===== config.mk =====
export PLATFORM = sky130hd
export DESIGN_NAME = pmd901_frame_capture_flat
export DESIGN_NICKNAME = d
export VERILOG_FILES = /design/src/rtl/pmd901_capture_pkg.sv /design/src/rtl/pmd901_frame_capture_if.sv /design/src/rtl/pmd901_rec_fifo.sv /design/src/rtl/pmd901_frame_capture.sv /design/src/flat_wrapper.sv
export SDC_FILE = /design/constraint.sdc
export NUM_CORES = 1
export LEC_CHECK = 0
export BUFFER_PORTS_ARGS = -buffer_cell sky130_fd_sc_hd__buf_2
export CORE_MARGIN = 2
export CORE_UTILIZATION = 30
export DETAILED_ROUTE_END_ITERATION = 12
export PLACE_DENSITY = 0.49
export SETUP_SLACK_MARGIN = 0.15
export SYNTH_ARGS = -nofsm -noshare
export SYNTH_HDL_FRONTEND = slang
export SYNTH_SLANG_ARGS = --single-unit

===== constraint.sdc =====
create_clock -name clk -period 6.8 [get_ports clk]
set_input_delay 0.68 -clock clk [delete_from_list [all_inputs] [get_ports clk]]
set_output_delay 0.68 -clock clk [all_outputs]
set_load 0.01 [all_outputs]

===== src/rtl/pmd901_capture_pkg.sv =====
// pmd901_capture_pkg: record kinds, frame states and field widths shared by the capture engine
package pmd901_capture_pkg;
  typedef enum logic [1:0] {K_PARK, K_BEND, K_FRAME, K_FRAME_ERR} rec_kind_e;
  typedef enum logic [1:0] {S_IDLE, S_SHIFT, S_DONE} frame_state_e;
  localparam int REC_BITS_W = 6;
endpackage


===== src/rtl/pmd901_frame_capture_if.sv =====
// pmd901_frame_capture_if: valid/ready record stream out of the capture engine
interface pmd901_frame_capture_if import pmd901_capture_pkg::*; #(parameter int DATA_W = 16);
  logic rec_valid;
  logic rec_ready;
  logic [1:0] rec_kind;
  logic rec_park;
  logic rec_bend;
  logic [DATA_W-1:0] rec_speed;
  logic [REC_BITS_W-1:0] rec_bits;
  modport master(output rec_valid, rec_kind, rec_park, rec_bend, rec_speed, rec_bits, input rec_ready);
  modport slave(input rec_valid, rec_kind, rec_park, rec_bend, rec_speed, rec_bits, output rec_ready);
endinterface


===== src/rtl/pmd901_rec_fifo.sv =====
// pmd901_rec_fifo: width/depth FIFO with valid/ready read port and same-cycle push/pop when full
module pmd901_rec_fifo #(
  parameter int W = 26,
  parameter int DEPTH = 4
) (
  input  logic clk,
  input  logic rstn,
  input  logic push,
  input  logic [W-1:0] din,
  output logic full,
  output logic valid,
  input  logic ready,
  output logic [W-1:0] dout
);
  localparam int AW = $clog2(DEPTH);
  logic [W-1:0] mem [DEPTH];
  logic [AW:0] wr, rd;
  logic pop, wen;
  assign valid = wr != rd;
  assign full = (wr ^ rd) == {1'b1, {AW{1'b0}}};
  assign pop = valid && ready;
  assign wen = push && (!full || pop);
  assign dout = valid ? mem[rd[AW-1:0]] : '0;
  always_ff @(posedge clk)
    if (wen) mem[wr[AW-1:0]] <= din;
  always_ff @(posedge clk)
    if (!rstn) begin
      wr <= '0;
      rd <= '0;
    end else begin
      if (wen) wr <= wr + (AW+1)'(1);
      if (pop) rd <= rd + (AW+1)'(1);
    end
endmodule


===== src/rtl/pmd901_frame_capture.sv =====
// pmd901_frame_capture: PMD901 pin observer emitting PARK/BEND/FRAME records; PMD901_FRAME_CHECK_EN marks wrong-length frames FRAME_ERR
module pmd901_frame_capture import pmd901_capture_pkg::*; #(
  parameter int DATA_W = 16,
  parameter int FIFO_DEPTH = 4,
  parameter int DROP_W = 8
) (
  input  logic clk,
  input  logic rstn,
  input  logic csn,
  input  logic sclk,
  input  logic mosi,
  input  logic park,
  input  logic bend,
  pmd901_frame_capture_if.master rec,
  output logic [DROP_W-1:0] drop_cnt
);
  // s1/s2 bit order: {bend, park, mosi, sclk, csn}; p keeps previous csn, sclk, park, bend
  logic [4:0] s1, s2;
  logic [3:0] p;
  logic [1:0] prime;
  logic primed, csn_fall, csn_rise, sclk_rise, park_evt, bend_evt, frame_evt;
  frame_state_e state, nxt;
  logic [DATA_W-1:0] shift_reg, frame_speed;
  logic [REC_BITS_W-1:0] bit_cnt, frame_bits;
  logic pend_park, pend_frame, pend_bend, full, can_push;
  logic go_park, go_frame, go_bend;
  logic [1:0] drop_inc;
  logic [DROP_W:0] drop_sum;
  rec_kind_e frame_kind, kind;
  logic [DATA_W+9:0] din, dout;
  always_ff @(posedge clk)
    if (!rstn) begin
      s1 <= 5'b00001;
      s2 <= 5'b00001;
      p <= 4'b0001;
      prime <= '0;
    end else begin
      s1 <= {bend, park, mosi, sclk, csn};
      s2 <= s1;
      p <= {s2[4:3], s2[1:0]};
      prime <= primed ? prime : prime + 2'd1;
    end
  assign primed = &prime;
  assign csn_fall = primed & p[0] & ~s2[0];
  assign csn_rise = primed & ~p[0] & s2[0];
  assign sclk_rise = primed & ~p[1] & s2[1];
  assign park_evt = primed & (p[2] ^ s2[3]);
  assign bend_evt = primed & (p[3] ^ s2[4]) & s2[0];
  assign frame_evt = state == S_DONE;
  always_ff @(posedge clk)
    if (!rstn) state <= S_IDLE;
    else state <= nxt;
  // a park drop mid-frame aborts the frame even if csn rises on the same cycle
  always_comb begin
    nxt = S_IDLE;
    if (state == S_IDLE) nxt = csn_fall && s2[3] ? S_SHIFT : S_IDLE;
    else if (state == S_SHIFT) nxt = park_evt && !s2[3] ? S_IDLE : csn_rise ? S_DONE : S_SHIFT;
  end
`ifdef PMD901_FRAME_CHECK_EN
  assign frame_kind = frame_bits != REC_BITS_W'(DATA_W) ? K_FRAME_ERR : K_FRAME;
`else
  assign frame_kind = K_FRAME;
`endif
  assign can_push = !full || (rec.rec_valid && rec.rec_ready);
  assign go_park = pend_park & can_push;
  assign go_frame = pend_frame & ~pend_park & can_push;
  assign go_bend = pend_bend & ~pend_park & ~pend_frame & can_push;
  assign kind = go_park ? K_PARK : go_frame ? frame_kind : K_BEND;
  assign din = {kind, s2[3], s2[4], go_frame ? frame_bits : '0, go_frame ? frame_speed : '0};
  assign drop_inc = 2'(park_evt & pend_park & ~go_park) + 2'(frame_evt & pend_frame & ~go_frame)
                  + 2'(bend_evt & pend_bend & ~go_bend);
  assign drop_sum = {1'b0, drop_cnt} + (DROP_W+1)'(drop_inc);
  always_ff @(posedge clk)
    if (!rstn) begin
      pend_park <= 1'b0;
      pend_frame <= 1'b0;
      pend_bend <= 1'b0;
      frame_speed <= '0;
      frame_bits <= '0;
      shift_reg <= '0;
      bit_cnt <= '0;
      drop_cnt <= '0;
    end else begin
      pend_park <= park_evt | (pend_park & ~go_park);
      pend_frame <= frame_evt | (pend_frame & ~go_frame);
      pend_bend <= bend_evt | (pend_bend & ~go_bend);
      if (frame_evt) begin
        frame_speed <= shift_reg;
        frame_bits <= bit_cnt;
      end
      if (state == S_IDLE && nxt == S_SHIFT) begin
        shift_reg <= '0;
        bit_cnt <= '0;
      end else if (state == S_SHIFT && sclk_rise && !csn_rise) begin
        shift_reg <= {shift_reg[DATA_W-2:0], s2[2]};
        bit_cnt <= &bit_cnt ? bit_cnt : bit_cnt + REC_BITS_W'(1);
      end
      drop_cnt <= drop_sum[DROP_W] ? '1 : drop_sum[DROP_W-1:0];
    end
  pmd901_rec_fifo #(.W(DATA_W + 10), .DEPTH(FIFO_DEPTH)) u_fifo (
    .clk(clk),
    .rstn(rstn),
    .push(go_park | go_frame | go_bend),
    .din(din),
    .full(full),
    .valid(rec.rec_valid),
    .ready(rec.rec_ready),
    .dout(dout)
  );
  assign {rec.rec_kind, rec.rec_park, rec.rec_bend, rec.rec_bits, rec.rec_speed} = dout;
endmodule


===== src/flat_wrapper.sv =====
// flat-port wrapper written by rule: the top's interface ports become plain ports
module pmd901_frame_capture_flat import pmd901_capture_pkg::*;
#(
  parameter int DATA_W = 16,
  parameter int FIFO_DEPTH = 4,
  parameter int DROP_W = 8
)
  (clk, rstn, csn, sclk, mosi, park, bend, drop_cnt, rec_rec_valid, rec_rec_kind, rec_rec_park, rec_rec_bend, rec_rec_speed, rec_rec_bits, rec_rec_ready);
  pmd901_frame_capture_if #(.DATA_W(DATA_W)) rec_i ();
  input  logic clk;
  input  logic rstn;
  input  logic csn;
  input  logic sclk;
  input  logic mosi;
  input  logic park;
  input  logic bend;
  output logic [DROP_W-1:0] drop_cnt;
  output wire logic [$bits(rec_i.rec_valid)-1:0] rec_rec_valid;
  output wire logic [$bits(rec_i.rec_kind)-1:0] rec_rec_kind;
  output wire logic [$bits(rec_i.rec_park)-1:0] rec_rec_park;
  output wire logic [$bits(rec_i.rec_bend)-1:0] rec_rec_bend;
  output wire logic [$bits(rec_i.rec_speed)-1:0] rec_rec_speed;
  output wire logic [$bits(rec_i.rec_bits)-1:0] rec_rec_bits;
  input wire logic [$bits(rec_i.rec_ready)-1:0] rec_rec_ready;
  assign rec_rec_valid = rec_i.rec_valid;
  assign rec_rec_kind = rec_i.rec_kind;
  assign rec_rec_park = rec_i.rec_park;
  assign rec_rec_bend = rec_i.rec_bend;
  assign rec_rec_speed = rec_i.rec_speed;
  assign rec_rec_bits = rec_i.rec_bits;
  assign rec_i.rec_ready = rec_rec_ready;
  pmd901_frame_capture #(.DATA_W(DATA_W), .FIFO_DEPTH(FIFO_DEPTH), .DROP_W(DROP_W)) u_core (.clk(clk), .rstn(rstn), .csn(csn), .sclk(sclk), .mosi(mosi), .park(park), .bend(bend), .rec(rec_i), .drop_cnt(drop_cnt));
endmodule

; Word-level counts from Yosys, hierarchy flattened
; Memories as Yosys holds them, arrays and structs flattened. A register that Yosys moved wholly into a read port is not among the register bits.
; Cells that the tools add are included.
[word_totals]
register_bits = 79
ram_bits = 104
input_bits = 8
output_inout_bits = 35
wordCells = 104
memories = 1
[mem_list]
columns = memory, depth, width, read_ports, rd_ports_with_merged_regs, write_ports, line_no
row1 = u_core.u_fifo.mem, 4, 26, 1, 1, 1, pmd901_rec_fifo.sv:16  ; logic [W-1:0] mem [DEPTH];
[op_classes]
add_sub_neg = 7
n_eq_ne = 5
n_mux = 15
bitwise = 45
reduce_logical = 16
[op_table]
columns = operator, n
row1 = $mux W26, 1
row2 = $and A1 B1 Y1, 21
row3 = $mux W16, 1
row4 = $mux W2, 8
row5 = $not A1 Y1, 10
row6 = $add A8 B2 Y9, 1
row7 = $mux W8, 1
row8 = $logic_and A1 B1 Y1, 7
row9 = $add A3 B1 Y3 const B, 2
row10 = $add A6 B1 Y6 const B, 1
row11 = $and A2 B2 Y2, 3
row12 = $mux W6, 1
row13 = $not A1 Y2, 3
row14 = $reduce_and A6 Y1, 1
row15 = $or A1 B1 Y1, 5
row16 = $add A2 B2 Y2, 2
row17 = $eq A2 B1 Y1 const B, 2
row18 = $reduce_and A2 Y1, 2
row19 = $eq A3 B3 Y1 const B, 1
row20 = $logic_not A1 Y1, 3
row21 = $mux W1, 3
row22 = $ne A3 B3 Y1, 1
row23 = $xor A3 B3 Y3, 1
row24 = $add A2 B1 Y2 const B, 1
row25 = 5 further kinds, 6

; Logic depth before layout (Yosys ltp)
[logic_depth]
ltp_word = 11
mapped_depth = 13
depth_no_buf = 12

; Hierarchy
; Synthesis repeated with hierarchy kept, for this count alone.
[hier_totals]
hier_cells = 557
area_unflattened_um2 = 7289.5
[by_module_without_submodules]
columns = mod, n_inst, cells_each, area_each_um2, seq_area_each_um2
row1 = pmd901_rec_fifo, 1, 218, 4418.0, 3283.1
row2 = pmd901_frame_capture, 1, 339, 2871.5, 1461.4

; Worst setup path before layout
; OpenSTA, ideal clock, no wires.
[synth_timing]
path_type = input to register
startpoint = in rec_rec_ready
endpoint = reg u_core.drop_cnt[0]
setup_time_ns = 0.115
arrival_time_ns = 3.022
required_ns = 6.685
path_slack_ns = 3.664
stages = 9
path_buffers = 0
cell_sequence = nor4_4 -> nand4_1 -> fa_1 -> inv_1 -> ha_1 -> fa_1 -> and3_1 -> and3_1 -> o21a_1
[synth_via]
elab_chain_cells = 9
elab_cells_between_ends = 15
classes_between = 3 x add/sub / 1 x mux / 9 x bitwise / 2 x reduce/logical
[synth_lines]
columns = item, line_no
row1 = "start, declared", flat_wrapper.sv:24  ; input wire logic [$bits(rec_i.rec_ready)-1:0] rec_rec_ready;
row2 = $logic_and A1 B1 Y1 (*), pmd901_frame_capture.sv:64  ; assign can_push = !full || (rec.rec_valid && rec.rec_ready);
row3 = $logic_or A1 B1 Y1 (*), pmd901_frame_capture.sv:64
row4 = $and A1 B1 Y1 (on tied branches), "pmd901_frame_capture.sv:65, pmd901_frame_capture.sv:66"
row5 = $not A1 Y2, pmd901_frame_capture.sv:70  ; assign drop_inc = 2'(park_evt & pend_park & ~go_park) + 2'(frame_evt & pend_frame & ~go_frame)
row6 = $and A2 B2 Y2, pmd901_frame_capture.sv:70
row7 = $add A2 B2 Y2, pmd901_frame_capture.sv:70
row8 = $add A2 B2 Y2 (*), pmd901_frame_capture.sv:71  ; + 2'(bend_evt & pend_bend & ~go_bend);
row9 = $add A8 B2 Y9 (*), pmd901_frame_capture.sv:72  ; assign drop_sum = {1'b0, drop_cnt} + (DROP_W+1)'(drop_inc);
row10 = $mux W8 (*), pmd901_frame_capture.sv:98  ; drop_cnt <= drop_sum[DROP_W] ? '1 : drop_sum[DROP_W-1:0];
row11 = "end signal, assigned", pmd901_frame_capture.sv:98
row12 = "end, declared", pmd901_frame_capture.sv:15  ; output logic [DROP_W-1:0] drop_cnt
; Mark *: on every way between the ends. The rest lies on a longest branch, timed or not.
; A chain may end at the register's enable or synchronous reset.

; Worst setup path in the final report
[layout_timing]
startpoint = reg u_core.u_fifo.wr[0]
endpoint = reg u_core.drop_cnt[0]
[layout_via]
elab_chain_cells = 11
elab_cells_between_ends = 19
classes_between = 3 x add/sub / 2 x eq/ne / 1 x mux / 10 x bitwise / 3 x reduce/logical
[layout_lines]
columns = item, line_no
row1 = "start, declared", pmd901_rec_fifo.sv:17  ; logic [AW:0] wr, rd;
row2 = "start signal, assigned", pmd901_rec_fifo.sv:31  ; if (wen) wr <= wr + (AW+1)'(1);
row3 = $xor A3 B3 Y3, pmd901_rec_fifo.sv:20  ; assign full = (wr ^ rd) == {1'b1, {AW{1'b0}}};
row4 = $eq A3 B3 Y1, pmd901_rec_fifo.sv:20
row5 = $logic_not A1 Y1, pmd901_frame_capture.sv:64
row6 = $logic_or A1 B1 Y1 (*), pmd901_frame_capture.sv:64
row7 = $and A1 B1 Y1 (on tied branches), "pmd901_frame_capture.sv:65, pmd901_frame_capture.sv:66"
row8 = $not A1 Y2, pmd901_frame_capture.sv:70
row9 = $and A2 B2 Y2, pmd901_frame_capture.sv:70
row10 = $add A2 B2 Y2, pmd901_frame_capture.sv:70
row11 = $add A2 B2 Y2 (*), pmd901_frame_capture.sv:71
row12 = $add A8 B2 Y9 (*), pmd901_frame_capture.sv:72
row13 = $mux W8 (*), pmd901_frame_capture.sv:98
; Marks and branches as above.

==> impl_metrics.py <==
metrics = {
    "run_status": {
        "outcome": "finished, final reports clean",
    },
    "worst_setup_path": {
        "criticalPathCategory": "reg2reg",
        "cp_cell_sequence": "xor2_2, nor4_4, nand4_1, fa_1, inv_1, ha_1, fa_1, and3_1, and3_1, o21a_1",
        "cpMaxStageDelayCell": "fa_1",
        "worstPathArrival_ns": 3.64,
        "crit-reg2reg-launch": "u_core.u_fifo.wr[0]",
        "cp_max_fo": 7,
        "cp-start-kind": "flip-flop",
        "slowest_delay_ns": 0.58,
        "startpoint": "u_core.u_fifo.wr[0]",
        "required_ns": 7.13,
        "cp-end-kind": "flip-flop",
    },
    "timing": {
        "finalSetupViolCount": 0,
        "rsz0062_at_grt": "no",
        "fin_crit_ns": 3.31,
        "fin_ws_ns": 3.49,
        "slew_headroom_pct": 33.9,
        "tightest_slew_ns": 0.992,
        "max_freq_mhz": 302,
        "tns_ns": 0,
        "hold_viol": 0,
        "finalClockSkew_ns": 0.0155,
        "maxSlewViolCount": 0,
        "finalCritPeriodShare_pct": 48.7,
    },
    "yosys": {
        "syn_area_mm2": 0.00725,
        "postSynthAreaPerCell_um2": 13.2,
        "postSynth.asyncResetShare_pct": 0,
        "synth_nets": 567,
        "synth_edf_count": 104,
        "ys_ff_latch": 185,
        "yosys_warnings": 0,
        "seq_area_frac_synth_pct": 65.4,
        "synth_cells": 548,
        "synth.distinct_cells": 49,
        "synthFlopType": "edfxtp_1",
    },
    "clock_tree": {
        "clk_pin_slew_worst_paths_ns": 0.07,
        "post_cts_resized": 0,
        "clockBufferDepth": 2,
        "post_cts_buffers": 0,
        "cts_sinks": 185,
        "clk_latency_ns": 0.43,
        "cts_buffers": 17,
        "cts_max_level": 4,
        "hold_buffers": 0,
        "clockRootBuffer": "clkbuf_16",
        "cts_tree": "done",
    },
    "global_routing": {
        "grt_max_degree": 41,
        "grt_pass1_wl_mm": 23.0,
        "antenna_found_initial": 0,
        "grt_pass1_vias": 4333,
        "overflow": 0,
        "track_usage_pct": 11.5,
    },
    "finish": {
        "regArea_mm2": 0.00475,
        "syn2layout_area_growth_pct": 16.4,
        "largest_register_ffs": 104,
        "drive_gt1_share_pct": 18.6,
        "fin_nets": 604,
        "n_fill_cell": 2286,
        "multi_input_area_mm2": 0.00236,
        "fin_area_mm2": 0.00844,
        "diodes": 0,
    },
    "floorplan": {
        "fp.dieW_um": 159,
        "io_pins": 43,
        "fp.dieH_um": 159,
        "coreArea_mm2": 0.0236,
        "die-area_mm2": 0.0254,
        "initial_utilization_pct": 30.7,
        "rows": 56,
    },
    "worst_hold_path": {
        "min_path_type": "reg2reg",
        "holdCritStartpoint": "u_core.s1[0]",
    },
    "place": {
        "dp_slack_ns": 3.30,
        "post-dp-hpwl_mm": 8.48,
        "numPortBuffers": 42,
        "dpl_cell_area_mm2": 0.00778,
        "globalplace.congestion": 0.715,
    },
    "power": {
        "switchingPower_mw": 0.437,
        "p_seq_share_pct": 51.0,
        "power_frac_clock_pct": 47.2,
        "p_comb_share_pct": 1.8,
        "peakVddDrop_mv": 0.118,
        "power.internal_mw": 1.88,
        "p_leak_nw": 2.77,
        "p_sw_share_pct": 18.8,
        "power_mw": 2.32,
        "powerDensity_mw_per_mm2": 275,
    },
    "detailed_routing": {
        "routedWlPerCell_um": 15.2,
        "drc": 0,
        "num_vias": 4189,
        "drt_first_pass_iters": 5,
        "avgViaCountPerCell": 4.57,
        "drt-initial-drc-count": 167,
        "antenna_left": 0,
        "routed_wl_mm": 14.0,
    },
    "flow_run": {
        "maxCapViolCount": 0,
    },
}
## area by class of cell
type / instances / area share (%)
tap: 319 / 4.73
sequential: 185 / 56.2
inverter: 10 / 0.445
clock inverter: 12 / 2.64
timing repair buffer: 46 / 2.85
multi-input combinational: 325 / 28.0
clock buffer: 20 / 5.17
## power by group through the flow
| stage | clock [mW] | combinational, mW | sequential (mW) |
|---|---|---|---|
| floorplan | 0 | 0.0302 | 1.21 |
| global placement | 0 | 0.0410 | 1.21 |
| detailed placement | 0 | 0.0419 | 1.21 |
| CTS | 1.12 | 0.0421 | 1.18 |
| global route | 1.17 | 0.0464 | 1.18 |
| finish | 1.10 | 0.0411 | 1.18 |
## Yosys cell counts (all sizes together), types with 3 or more instances
master	n	area, um2
and3	7	43.8
xnor2	4	35.0
mux4	26	586
inv	10	37.5
dfxtp	81	1620
xor2	10	103
buf	10	51.3
nand4	3	18.8
nor2	11	41.3
clkbuf	18	68.8
nand3	8	40.0
o31ai	3	22.5
nand2	88	330
ha	9	113
edfxtp	104	3120
o21ai	7	35.0
a21oi	49	245
and2	36	225
nor2b	27	169
o311ai	3	26.3
nand2b	4	25.0
## layer usage
layer	vias up	GRT usage, %	share of wire (%)
met5	-	0	0
met4	0	4.46	1.2
met3	13	2.08	1.9
met2	50	19.9	52
met1	2084	14.2	45
li1	2042	-	-
## layout by cell type (no fill, tap or decap), types with 7 or more instances in the layout
cell	n
nand2_1	88
nor2_1	11
inv_1	10
dfxtp_1	80
edfxtp_1	104
xor2_1	8
a21oi_1	49
buf_2	42
and2_1	32
and3_1	7
mux4_2	26
ha_1	9
clkbuf_16	17
nor2b_1	27
nand3_1	8
## critical path: cells and delay by family, from the launching register on
kind / cells / cell delay, ns
DFF: 1 / 0.47
xor gates and xnor gates: 1 / 0.20
buffers and inverters: 1 / 0.05
and+or+nand+nor: 4 / 1.12
AOI/OAI and AO/OA: 1 / 0.17
adders and majority gates: 3 / 1.23
## through the flow
step	std cells	utilization (%)	hold WS (ns)
floorplan	548	-	0.386
global placement	885	33.0	0.397
detailed placement	885	33.0	0.392
CTS	917	35.8	0.408
global route	917	35.8	0.442
finish	917	35.8	0.407
## cells by family (layout without fill, tap and decap cells)
family | after synthesis | after routing | synth area share, %
simple gates | 196 | 196 | 14.0
fa+ha+maj | 11 | 11 | 2.10
buf+inv | 38 | 88 | 2.17
compound gates | 76 | 76 | 6.04
flops | 185 | 185 | 65.4
xor+xnor | 14 | 14 | 1.90
mux | 28 | 28 | 8.35
## final timing paths
path	end	slack [ns]	depth (start not counted)
max	u_core.drop_cnt[0]	3.49	10
min reg2reg	u_core.s2[0]	0.41	1
min	u_core.s2[0]	0.41	1
max reg2reg	u_core.drop_cnt[0]	3.49	10
(Power assumes the default switching activity.)
